### config.mk
export PLATFORM = sky130hd
export DESIGN_NAME = mix_columns_seq
export DESIGN_NICKNAME = d
export VERILOG_FILES = /design/src/rtl/mix_columns_seq.sv
export SDC_FILE = /design/constraint.sdc
export NUM_CORES = 1
export LEC_CHECK = 0
export CAP_MARGIN = 25
export CORE_AREA = 2 2 220 222
export DETAILED_ROUTE_END_ITERATION = 7
export DIE_AREA = 0 0 222 224
export SETUP_SLACK_MARGIN = 0.3
export SYNTH_ARGS = -nofsm -noshare
export SYNTH_HDL_FRONTEND = slang
export SYNTH_SLANG_ARGS = --single-unit
### constraint.sdc
create_clock -name i_clock -period 7.6 [get_ports i_clock]
set_input_delay 2.28 -clock i_clock [delete_from_list [all_inputs] [get_ports i_clock]]
set_output_delay 2.28 -clock i_clock [all_outputs]
set_load 0.02 [all_outputs]
### src/rtl/mix_columns_seq.sv
`default_nettype none
// ============================================================================
// mix_columns_seq : sequential AES MixColumns / InvMixColumns, 1/2/4 cols/cycle
// Revision 1.0
// ============================================================================
module mix_columns_seq #(
  parameter int p_COLS_PER_CYCLE = 1
) (
  input  logic         i_clock,
  input  logic         i_reset,
  input  logic         i_start,
  input  logic [0:127] i_data,
  input  logic         i_inverse,
  input  logic         i_bypass,
  output logic         o_busy,
  output logic         o_valid,
  output logic [0:127] o_data
);

  localparam int GROUPS = 4 / p_COLS_PER_CYCLE;
  localparam int CNT_W  = (GROUPS > 1) ? $clog2(GROUPS) : 1;
  localparam logic [CNT_W-1:0] LAST_GRP = CNT_W'(GROUPS - 1);

  localparam logic [1:0] s_IDLE    = 2'd0;
  localparam logic [1:0] s_COMPUTE = 2'd1;
  localparam logic [1:0] s_DONE    = 2'd2;

  logic [1:0]       state;
  logic [CNT_W-1:0] col_cnt;
  logic [0:127]     data_cap;
  logic             inv_cap;
  logic             byp_cap;

  logic [1:0]  col_base;
  logic [1:0]  col_idx [p_COLS_PER_CYCLE];
  logic [31:0] col_res [p_COLS_PER_CYCLE];

  function automatic logic [7:0] xtime(input logic [7:0] b);
    return {b[6:0], 1'b0} ^ (b[7] ? 8'h1b : 8'h00);
  endfunction

  // col[31:24] is row 0; multiples 9/b/d/e are built from the 2/4/8 chain
  function automatic logic [31:0] mix_column(input logic [31:0] col, input logic inv);
    logic [7:0]  a  [4];
    logic [7:0]  x2 [4];
    logic [7:0]  x4 [4];
    logic [7:0]  x8 [4];
    logic [7:0]  r;
    logic [31:0] res;
    int j1, j2, j3;
    res = '0;
    for (int i = 0; i < 4; i++) begin
      a[i]  = col[8*(3-i) +: 8];
      x2[i] = xtime(a[i]);
      x4[i] = xtime(x2[i]);
      x8[i] = xtime(x4[i]);
    end
    for (int i = 0; i < 4; i++) begin
      j1 = (i + 1) % 4;
      j2 = (i + 2) % 4;
      j3 = (i + 3) % 4;
      if (!inv)
        r = x2[i] ^ (x2[j1] ^ a[j1]) ^ a[j2] ^ a[j3];
      else
        r = (x8[i] ^ x4[i] ^ x2[i]) ^ (x8[j1] ^ x2[j1] ^ a[j1]) ^
            (x8[j2] ^ x4[j2] ^ a[j2]) ^ (x8[j3] ^ a[j3]);
      res[8*(3-i) +: 8] = r;
    end
    return res;
  endfunction

  if (p_COLS_PER_CYCLE != 1 && p_COLS_PER_CYCLE != 2 && p_COLS_PER_CYCLE != 4) begin : g_bad_cols
    $error("mix_columns_seq: p_COLS_PER_CYCLE must be 1, 2 or 4");
  end

  // First column of the group selected by the counter
  if (p_COLS_PER_CYCLE == 1) begin : g_base_p1
    assign col_base = col_cnt;
  end else if (p_COLS_PER_CYCLE == 2) begin : g_base_p2
    assign col_base = {col_cnt[0], 1'b0};
  end else begin : g_base_p4
    assign col_base = 2'b00;
  end

  for (genvar g = 0; g < p_COLS_PER_CYCLE; g++) begin : g_col
    assign col_idx[g] = col_base | 2'(g);
    assign col_res[g] = mix_column(data_cap[{col_idx[g], 5'b0} +: 32], inv_cap);
  end

  assign o_busy = (state != s_IDLE);

  always_ff @(posedge i_clock) begin
    if (i_reset) begin
      state    <= s_IDLE;
      col_cnt  <= '0;
      data_cap <= '0;
      inv_cap  <= 1'b0;
      byp_cap  <= 1'b0;
      o_valid  <= 1'b0;
      o_data   <= '0;
    end else begin
      o_valid <= 1'b0;
      case (state)
        s_IDLE: begin
          if (i_start) begin
            data_cap <= i_data;
            inv_cap  <= i_inverse;
            byp_cap  <= i_bypass;
            col_cnt  <= '0;
            if (i_bypass) begin
              o_data  <= i_data;
              o_valid <= 1'b1;
              state   <= s_DONE;
            end else begin
              state <= s_COMPUTE;
            end
          end
        end
        s_COMPUTE: begin
          if (!byp_cap) begin
            for (int g = 0; g < p_COLS_PER_CYCLE; g++)
              o_data[{col_idx[g], 5'b0} +: 32] <= col_res[g];
          end
          if (col_cnt == LAST_GRP) begin
            col_cnt <= '0;
            o_valid <= 1'b1;
            state   <= s_DONE;
          end else begin
            col_cnt <= col_cnt + 1'b1;
          end
        end
        s_DONE:  state <= s_IDLE;
        default: state <= s_IDLE;
      endcase
    end
  end

endmodule
`default_nettype wire
Word-level counts from Yosys, hierarchy flattened --
Index checks and enable logic that the tools add are counted. Widths: inputs -> output; s select.
Operators by class: bitwise operators 65, add/sub/neg operators 2, reductions and logical operators 7, shift operators 3, eq/ne operators 6, muxes and demuxes 32
Operator list (count):
- $xor 8x8->8 | 52
- $mux 128 | 3
- $pmux 128 s2 | 1
- $shift 129x9->128 const A | 1
- $shiftx 128x8->129 | 1
- $shiftx 129x9->128 | 1
- $bwmux 128 | 1
- $xor 8x5->8 | 12
- $mux 5 | 12
- $mux 8 | 4
- $mux 2 | 5
- $neg 8->9 | 1
- $ne 2x2->1 const B | 4
- $not 7->8 | 1
- $pmux 2 s2 | 2
- $reduce_and 2->1 | 3
- $reduce_and 4->1 | 1
- $reduce_bool 2->1 | 2
- $mux 1 | 3
- $add 2x1->2 const B | 1
- $eq 2x1->1 const B | 1
- $eq 2x2->1 const B | 1
- $logic_not 2->1 | 1
- $pmux 1 s2 | 1
Storage, ports and cells: bits of input ports 133, output and inout bits 130, word-level logic and storage cells 122, flip-flop bits (word level) 263

Longest topological paths before layout --
Gate-level depths: netlist of the first run.
word-level depth 18, gate-level depth with buffers 13, depth with buffers taken out 8

Worst setup path after synthesis of the first run --
OpenSTA, ideal clock, no wires.
path type input to register, start input port i_start, end register o_data[55] in the netlist's numbering, arrival time 3.526 ns, stages on the path 6, setup time 0.086 ns, data required time 7.514 ns, buffers on the path 2, path slack 3.988 ns, cell sequence nand3b_1 -> a21oi_1 -> clkbuf_1 -> clkbuf_1 -> nor2_1 -> a211oi_1
Between the ends: cells in the longest elaborated chain, start to end 2
Ends and longest elaborated chain:
- from (decl) | RTL line 11 | input logic i_start,
- $ne 2x2->1 (no source line)
- $reduce_and 4->1 (no source line)
- to (signal assigned) | RTL line 111 | o_data <= i_data;
- to (signal, indexed assignment) | RTL line 122 | o_data[{col_idx[g], 5'b0} +: 32] <= col_res[g];
- to (decl) | RTL line 17 | output logic [0:127] o_data
No other way between the ends. A chain may end at the register's enable or synchronous reset.

Worst setup path in the final report of the first run --
start register col_cnt[0], in the netlist col_base[0], end register o_data[1] in the netlist's numbering
Between the ends: cells in the longest elaborated chain, start to end 16
Ends and longest elaborated chain:
- from (decl) | RTL line 29 | logic [CNT_W-1:0] col_cnt;
- from (signal assigned) | RTL line 129 | col_cnt <= col_cnt + 1'b1;
- $not 7->8 (not written as such) * | RTL line 87, 122
- $shiftx 128x8->129 | RTL line 87 | assign col_res[g] = mix_column(data_cap[{col_idx[g], 5'b0} +: 32], inv_cap);
- $xor 8x5->8 / $mux 5 (equally long branches) (2 in series) | RTL line 39 | return {b[6:0], 1'b0} ^ (b[7] ? 8'h1b : 8'h00);
- $mux 5 / $xor 8x5->8 (equally long branches) | RTL line 39
- $xor 8x5->8 | RTL line 39
- $xor 8x8->8, on equally long branches | RTL line 65, 66
- $xor 8x8->8 (3 in series) | RTL line 65 | r = (x8[i] ^ x4[i] ^ x2[i]) ^ (x8[j1] ^ x2[j1] ^ a[j1]) ^
- $xor 8x8->8 | RTL line 66 | (x8[j2] ^ x4[j2] ^ a[j2]) ^ (x8[j3] ^ a[j3]);
- $mux 8 | RTL line 62 | if (!inv)
- $shiftx 129x9->128 | RTL line 122
- $bwmux 128 * | RTL line 122
- $mux 128 * | RTL line 120 | if (!byp_cap) begin
- $pmux 128 s2 * | RTL line 103 | case (state)
Mark *: on every way between the ends. The rest lies on a longest branch, timed or not. The select of a mux whose other input is x is not followed.

==> flow_metrics.py, run 1 <==
metrics = {
    "critical_path": {
        "start_kind": "register",
        "cp-end-kind": "register",
        "timing.reg2reg.setup_slack_ns": 2.73,
        "setup.worst_path.class": "reg -> reg",
        "startpoint": "col_base[0]",
        "timing.critical_path.required_ns": 8.02,
        "worst_r2r_endpoint": "o_data[1]",
        "worst-endpoint-arrival_ns": 5.29,
        "worst_reg_to_reg_path_cell_count": 9,
        "worstPathMaxFanout": 25,
        "worst_r2r_startpoint": "col_base[0]",
        "critical_path.endpoint": "o_data[1]",
    },
    "clock_network": {
        "cts.reportedPaths.clkPinSlew_ns": 0.06,
        "number_of_post_cts_setup_repair_buffers": 0,
        "clock_tree.root_cell": "clkbuf_16",
        "cts_hold_buf": 0,
        "clk_latency_ns": 0.56,
        "cts_sinks": 263,
        "htree_levels": 1,
        "cts_made_buffers": 28,
        "max-clock-path-buffers": 3,
        "postCtsResizedCells": 0,
        "cts_tree": "yes",
    },
    "sta": {
        "finalWorstPathRequiredPeriod_ns": 4.869,
        "rsz0062_at_grt": "false",
        "timing.clock.skew_ns": 0.009891,
        "hold_violations": 0,
        "achievable-frequency_ghz": 0.2054,
        "timing.slew.headroom_pct": 28.78,
        "setup-violations-final": 0,
        "timing_worst_slew_pin_value_ns": 1.065,
        "final.period_utilization_pct": 64.07,
        "fin_tns_setup_ns": 0,
        "report.final.slew_viol_count": 0,
    },
    "final_layout": {
        "final_layout_size_suffix_gt1_share_pct": 6.285,
        "nets": 1915,
        "syn_to_final_growth_pct": 27.76,
        "final_design_area_no_fill_sq_mm": 0.01793,
        "antennaDiodeCount": 0,
        "num-fill-cells": 4713,
    },
    "place": {
        "place.detailed.hpwl_um": 40930,
        "placed_cell_area_sq_mm": 0.01698,
        "gp_routability_congestion": 0.9198,
        "place.port_buffers": 262,
    },
    "die": {
        "ios": 263,
        "core_area_sq_mm": 0.04735,
        "floorplan.rows": 80,
        "initial_core_util_pct": 29.64,
        "dieArea_sq_mm": 0.04973,
        "die_height_um": 224,
        "horizontal_extent_of_the_die_um": 222,
    },
    "yosys": {
        "yosys_warnings": 0,
        "synth_async_sr_flop_share_pct": 0,
        "syn-instance-count": 1610,
        "synth-edff-count": 0,
        "synth_most_common_cell": "nand2_1",
        "synth.yosys.seq_area_share_pct": 37.51,
        "syn-cell-area_sq_mm": 0.01403,
        "post_synth_most_frequent_cells": "nand2_1, dfxtp_1, a21oi_1",
        "synth.net_count": 1747,
        "netlist.top_cell.by_area": "dfxtp_1",
        "yosys_register_bits": 263,
        "distinct_cell_type_count_of_the_synthesized_netlist": 51,
        "post_synth.cell_area_avg_sq_um": 8.717,
        "netlist_top_cells_area": "dfxtp_1, nand2_1, a21oi_1, xnor2_1, o21ai_0",
        "synth_top_area_share_pct": 37.51,
        "synth_top_flop_cell": "dfxtp_1",
    },
    "grt": {
        "first_pass_grt_wire_length_um": 82870,
        "grt_max_degree": 98,
        "antenna_found_initial": 1,
        "grt_remaining_overflow": 0,
        "global_route.usage.total_pct": 22.05,
        "via_count_of_the_first_global_routing_pass": 12600,
    },
    "detailed_routing": {
        "drtPass1Iterations": 6,
        "routed_via_density": 5.418,
        "drtIter0Drc": 1628,
        "routed-via-count": 13070,
        "route.antenna.remaining_nets": 0,
        "wire_per_inst_um": 23.47,
        "totalWireLength_um": 56630,
        "route.detailed.drc": 0,
    },
    "power_and_ir_drop": {
        "power_leakage_nw": 6.571,
        "vdd.ir_drop.worst_mv": 0.1581,
        "pwr_density_mw_per_mm2": 255.1,
    },
    "run": {
        "max_cap_viol_count": 0,
    },
    "status": {
        "status": "finished clean",
    },
    "worst_hold_path": {
        "timing.hold.worst.class": "reg -> reg",
    },
}
==> stage by stage <==
step / setup slack (ns) / power (mW) / util, % / cells / hold slack [ns]
2_1_floorplan: 3.988 / 2.634 / - / 1610 / 0.4315
3_3_place_gp: 2.425 / 3.185 / 35.86 / 2361 / 0.4379
3_5_place_dp: 2.400 / 3.193 / 35.86 / 2361 / 0.4438
4_1_cts: 2.834 / 4.563 / 37.77 / 2411 / 0.4519
5_1_grt: 2.564 / 4.733 / 37.87 / 2413 / 0.4706
6_report: 2.731 / 4.575 / 37.87 / 2413 / 0.4523
==> cells in the final DEF (no fill, tap or decap), types with 7 or more instances in the layout <==
cell             Yosys  final
mux4_1              12     12
and3_1              13     13
a221oi_1            64     64
o211ai_1            13     13
xor2_1              44     44
o21ai_0            133    133
mux2i_1              9      9
xnor3_1             23     23
buf_4                5     17
xnor2_2              9      9
clkbuf_1           105     11
nor3_1              20     19
clkbuf_16            0     29
nor2_1              99     99
o22ai_1             19     19
mux4_2              20     20
dfxtp_1            263    262
a21oi_1            220    216
a2bb2oi_1            8      8
clkbuf_8             0      7
xor3_1               7      7
clkdlybuf4s50_1      0    261
xnor2_1            124    124
nand2_1            300    299
==> worst max-delay path, stage by stage (launching register included) <==
cell and delay, ns:
dfxtp_2 0.84, buf_4 0.46, mux4_1 1.04, xnor2_1 0.50, xnor3_1 0.33, xnor2_1 0.31, nand2_1 0.17, xnor2_1 0.28
a221oi_1 0.64, nor2_1 0.11
==> power breakdown <==
group	total (mW)	internal, mW	switching [mW]
sequential	1.57	1.49	0.0792
clock	1.37	0.800	0.575
combinational	1.63	0.701	0.932
total	4.57	2.99	1.59
==> layout make-up <==
class | count | area, sq um | area share, %
well taps | 615 | 769.5 | 4.291
clock inverters | 3 | 42.54 | 0.2372
flip-flops and latches | 263 | 5266 | 29.37
repair buffers | 280 | 2788 | 15.55
inverters | 5 | 18.77 | 0.1047
multi-input cells | 1200 | 8183 | 45.64
clock buffers | 47 | 863.3 | 4.815
==> metal layers <==
metal / share of wire [%] / vias up / GRT usage, % / wire, um
li1: - / 5952 / - / -
met1: 43 / 6373 / 30.62 / 24280
met2: 45 / 658 / 34.83 / 25510
met3: 9.0 / 91 / 3.607 / 5105
met4: 3.1 / 0 / 7.345 / 1733
met5: 0 / - / 0 / 0
==> worst min path at each step <==
stage,from,endpoint,slack [ns],cells past startpoint
finish,data_cap[118],data_cap[118],0.45,2
CTS,data_cap[33],data_cap[33],0.45,2
global placement,data_cap[21],data_cap[21],0.44,2
global route,data_cap[121],data_cap[121],0.47,2
floorplan,data_cap[33],data_cap[33],0.43,2
detailed placement,data_cap[33],data_cap[33],0.44,2
==> sequential cells by signal, indices dropped and copies added, names as in the netlist <==
signal    cells
byp_cap       1
o_valid       1
o_data      128
inv_cap       1
state         2
data_cap    128
col_base      2
==> logic make-up after synthesis <==
group / after synthesis / synth area share, %
AOI/OAI and AO/OA: 486 / 20.33
adders and majority gates: 4 / 0.3566
buffers and inverters: 147 / 4.707
and+or+nand+nor: 452 / 12.86
DFF: 263 / 37.51
muxes: 42 / 6.178
xor gates and xnor gates: 216 / 18.06
(Power assumes the default switching activity.)
==> run 2, diff against run 1 <==
Clock period 7.6 ns to 5 ns, I/O delays scaled along.
==> run 2 against run 1 <==
Flip-flop and latch count unchanged. Final area is 0.66% higher. Clock power rose by 48%. Via count up 1.7%. Critical path type unchanged.
==> flow_metrics.py, run 2 (synthesis results as in run 1) <==
metrics = {
    "sta": {
        "report.final.slew_viol_count": 0,
        "fin_tns_setup_ns": 0,
        "finalWorstPathRequiredPeriod_ns": 4.050,
        "final.period_utilization_pct": 80.99,
        "setup-violations-final": 0,
        "hold_slack_final_ns": 0.4524,
        "timing_worst_slew_pin_value_ns": 1.185,
        "rsz0062_at_grt": "false",
        "achievable-frequency_ghz": 0.2469,
        "hold_violations": 0,
        "timing.slew.headroom_pct": 21.00,
        "timing.clock.skew_ns": 0.02320,
    },
    "critical_path": {
        "worstPathCellList": "buf_12 > buf_4 > mux4_2 > xnor2_2 > xnor3_1 > xor2_1 > xnor2_1 > a21oi_1 > a221oi_1 > nor2_1",
        "slowest_delay_ns": 0.65,
        "worst_r2r_endpoint": "o_data[42]",
        "worst_r2r_startpoint": "col_base[0]",
        "timing.reg2reg.setup_slack_ns": 0.95,
        "worst_reg_to_reg_path_cell_count": 10,
        "start_kind": "register",
        "worst-endpoint-arrival_ns": 4.47,
        "setup.worst_path.class": "reg -> reg",
        "cp_slowest_cell": "a221oi_1",
        "worstPathMaxFanout": 16,
        "timing.critical_path.required_ns": 5.42,
        "critical_path.endpoint": "o_data[42]",
        "cp-end-kind": "register",
        "startpoint": "col_base[0]",
    },
    "power_and_ir_drop": {
        "pwr_density_mw_per_mm2": 385.1,
        "vdd.ir_drop.worst_mv": 0.2247,
        "power.total_mw": 6.951,
        "power_leakage_nw": 6.650,
    },
    "final_layout": {
        "syn_to_final_growth_pct": 28.60,
        "layoutNonFillerInstCount": 2429,
        "top_flop_regs": "data_cap (128), o_data (128)",
        "layout.cells.most_common_list": "nand2_1, dfxtp_1, clkdlybuf4s50_1",
        "leading_cell_type_in_the_layout_fill_and_taps_excluded": "nand2_1",
        "nets": 1931,
        "final_layout_size_suffix_gt1_share_pct": 7.399,
    },
    "detailed_routing": {
        "totalWireLength_um": 57920,
        "route.detailed.drc": 0,
        "routed_via_density": 5.475,
        "wire_per_inst_um": 23.85,
        "route.antenna.remaining_nets": 0,
        "drtIter0Drc": 1498,
        "drtPass1Iterations": 6,
        "routed-via-count": 13300,
    },
    "grt": {
        "first_pass_grt_wire_length_um": 84150,
        "via_count_of_the_first_global_routing_pass": 12640,
        "antenna_found_initial": 4,
        "grt_remaining_overflow": 0,
        "grt_max_degree": 89,
        "global_route.usage.total_pct": 22.37,
    },
    "clock_network": {
        "cts_tree": "yes",
        "max-clock-path-buffers": 3,
        "number_of_post_cts_setup_repair_buffers": 0,
        "cts_made_buffers": 26,
        "cts_sinks": 263,
        "cts.reportedPaths.clkPinSlew_ns": 0.06,
        "htree_levels": 1,
        "cts_hold_buf": 0,
        "clk_latency_ns": 0.56,
        "postCtsResizedCells": 0,
        "clock_tree.root_cell": "clkbuf_16",
    },
    "die": {
        "die_height_um": 224,
        "initial_core_util_pct": 29.64,
        "ios": 263,
        "dieArea_sq_mm": 0.04973,
        "horizontal_extent_of_the_die_um": 222,
        "floorplan.rows": 80,
        "core_area_sq_mm": 0.04735,
    },
    "place": {
        "gp_routability_congestion": 0.9523,
        "place.detailed.hpwl_um": 42890,
        "placed_cells": 2381,
        "place.port_buffers": 262,
    },
    "worst_hold_path": {
        "timing.hold.worst.class": "reg -> reg",
        "timing.hold.worst.start": "data_cap[10]",
    },
    "status": {
        "status": "finished clean",
    },
    "run": {
        "max_cap_viol_count": 0,
    },
}
## run 2: cell types whose count changed in the layout (fill, tap and decap cells not counted), sizes merged
cell / change
bufinv: +1
diode: +3
clkbuf: -13
buf: +18
clkinv: +5
clkinvlp: +1
inv: +1
## run 2: critical path: cells and delay by family, from the launching register on
kind | cells | cell delay [ns]
AO/OA/AOI/OAI | 2 | 0.81
XOR/XNOR | 4 | 1.34
buffers and inverters | 2 | 0.49
flip-flops | 1 | 0.64
multiplexers | 1 | 0.52
AND/OR/NAND/NOR | 1 | 0.09
## run 2: metal layers
layer | share of wire [%] | GRT usage (%) | wire length (um) | up-vias
met3 | 9.4 | 3.476 | 5435 | 98
li1 | - | - | - | 5989
met2 | 45 | 35.24 | 26050 | 770
met1 | 43 | 31.13 | 24640 | 6442
met5 | 0 | 0 | 0 | -
met4 | 3.1 | 7.738 | 1799 | 0
## run 2: worst min path at each step
stage	end	slack (ns)	depth (start not counted)
after floorplan	data_cap[33]	0.43	2
after global placement	data_cap[121]	0.44	2
after detailed placement	data_cap[10]	0.44	2
after CTS	data_cap[10]	0.45	2
after global routing	data_cap[30]	0.47	2
final	data_cap[10]	0.45	2
## run 2: cell type report
| cell class | instances | area (sq um) |
|---|---|---|
| antenna | 3 | 7.507 |
| clock buffer | 34 | 742.0 |
| clock inverter | 11 | 121.4 |
| fill | 4728 | 29300 |
| inverter | 5 | 18.77 |
| multi-input combinational | 1200 | 8183 |
| sequential | 263 | 5266 |
| tap | 615 | 769.5 |
| timing repair buffer | 298 | 2940 |
## run 2: stage by stage
| stage | setup slack (ns) | util, % | area (sq um) |
|---|---|---|---|
| after floorplan | 1.808 | - | 14030 |
| after global placement | 0.7749 | 36.28 | 17180 |
| after detailed placement | 0.7274 | 36.28 | 17180 |
| after CTS | 1.038 | 38.11 | 18040 |
| after global routing | 0.7913 | 38.12 | 18050 |
| final | 0.9504 | 38.12 | 18050 |
## run 2: power by group
part / total [mW] / internal [mW] / switching [mW]
logic: 2.54 / 1.11 / 1.43
registers: 2.38 / 2.26 / 0.119
clock network: 2.03 / 1.15 / 0.884
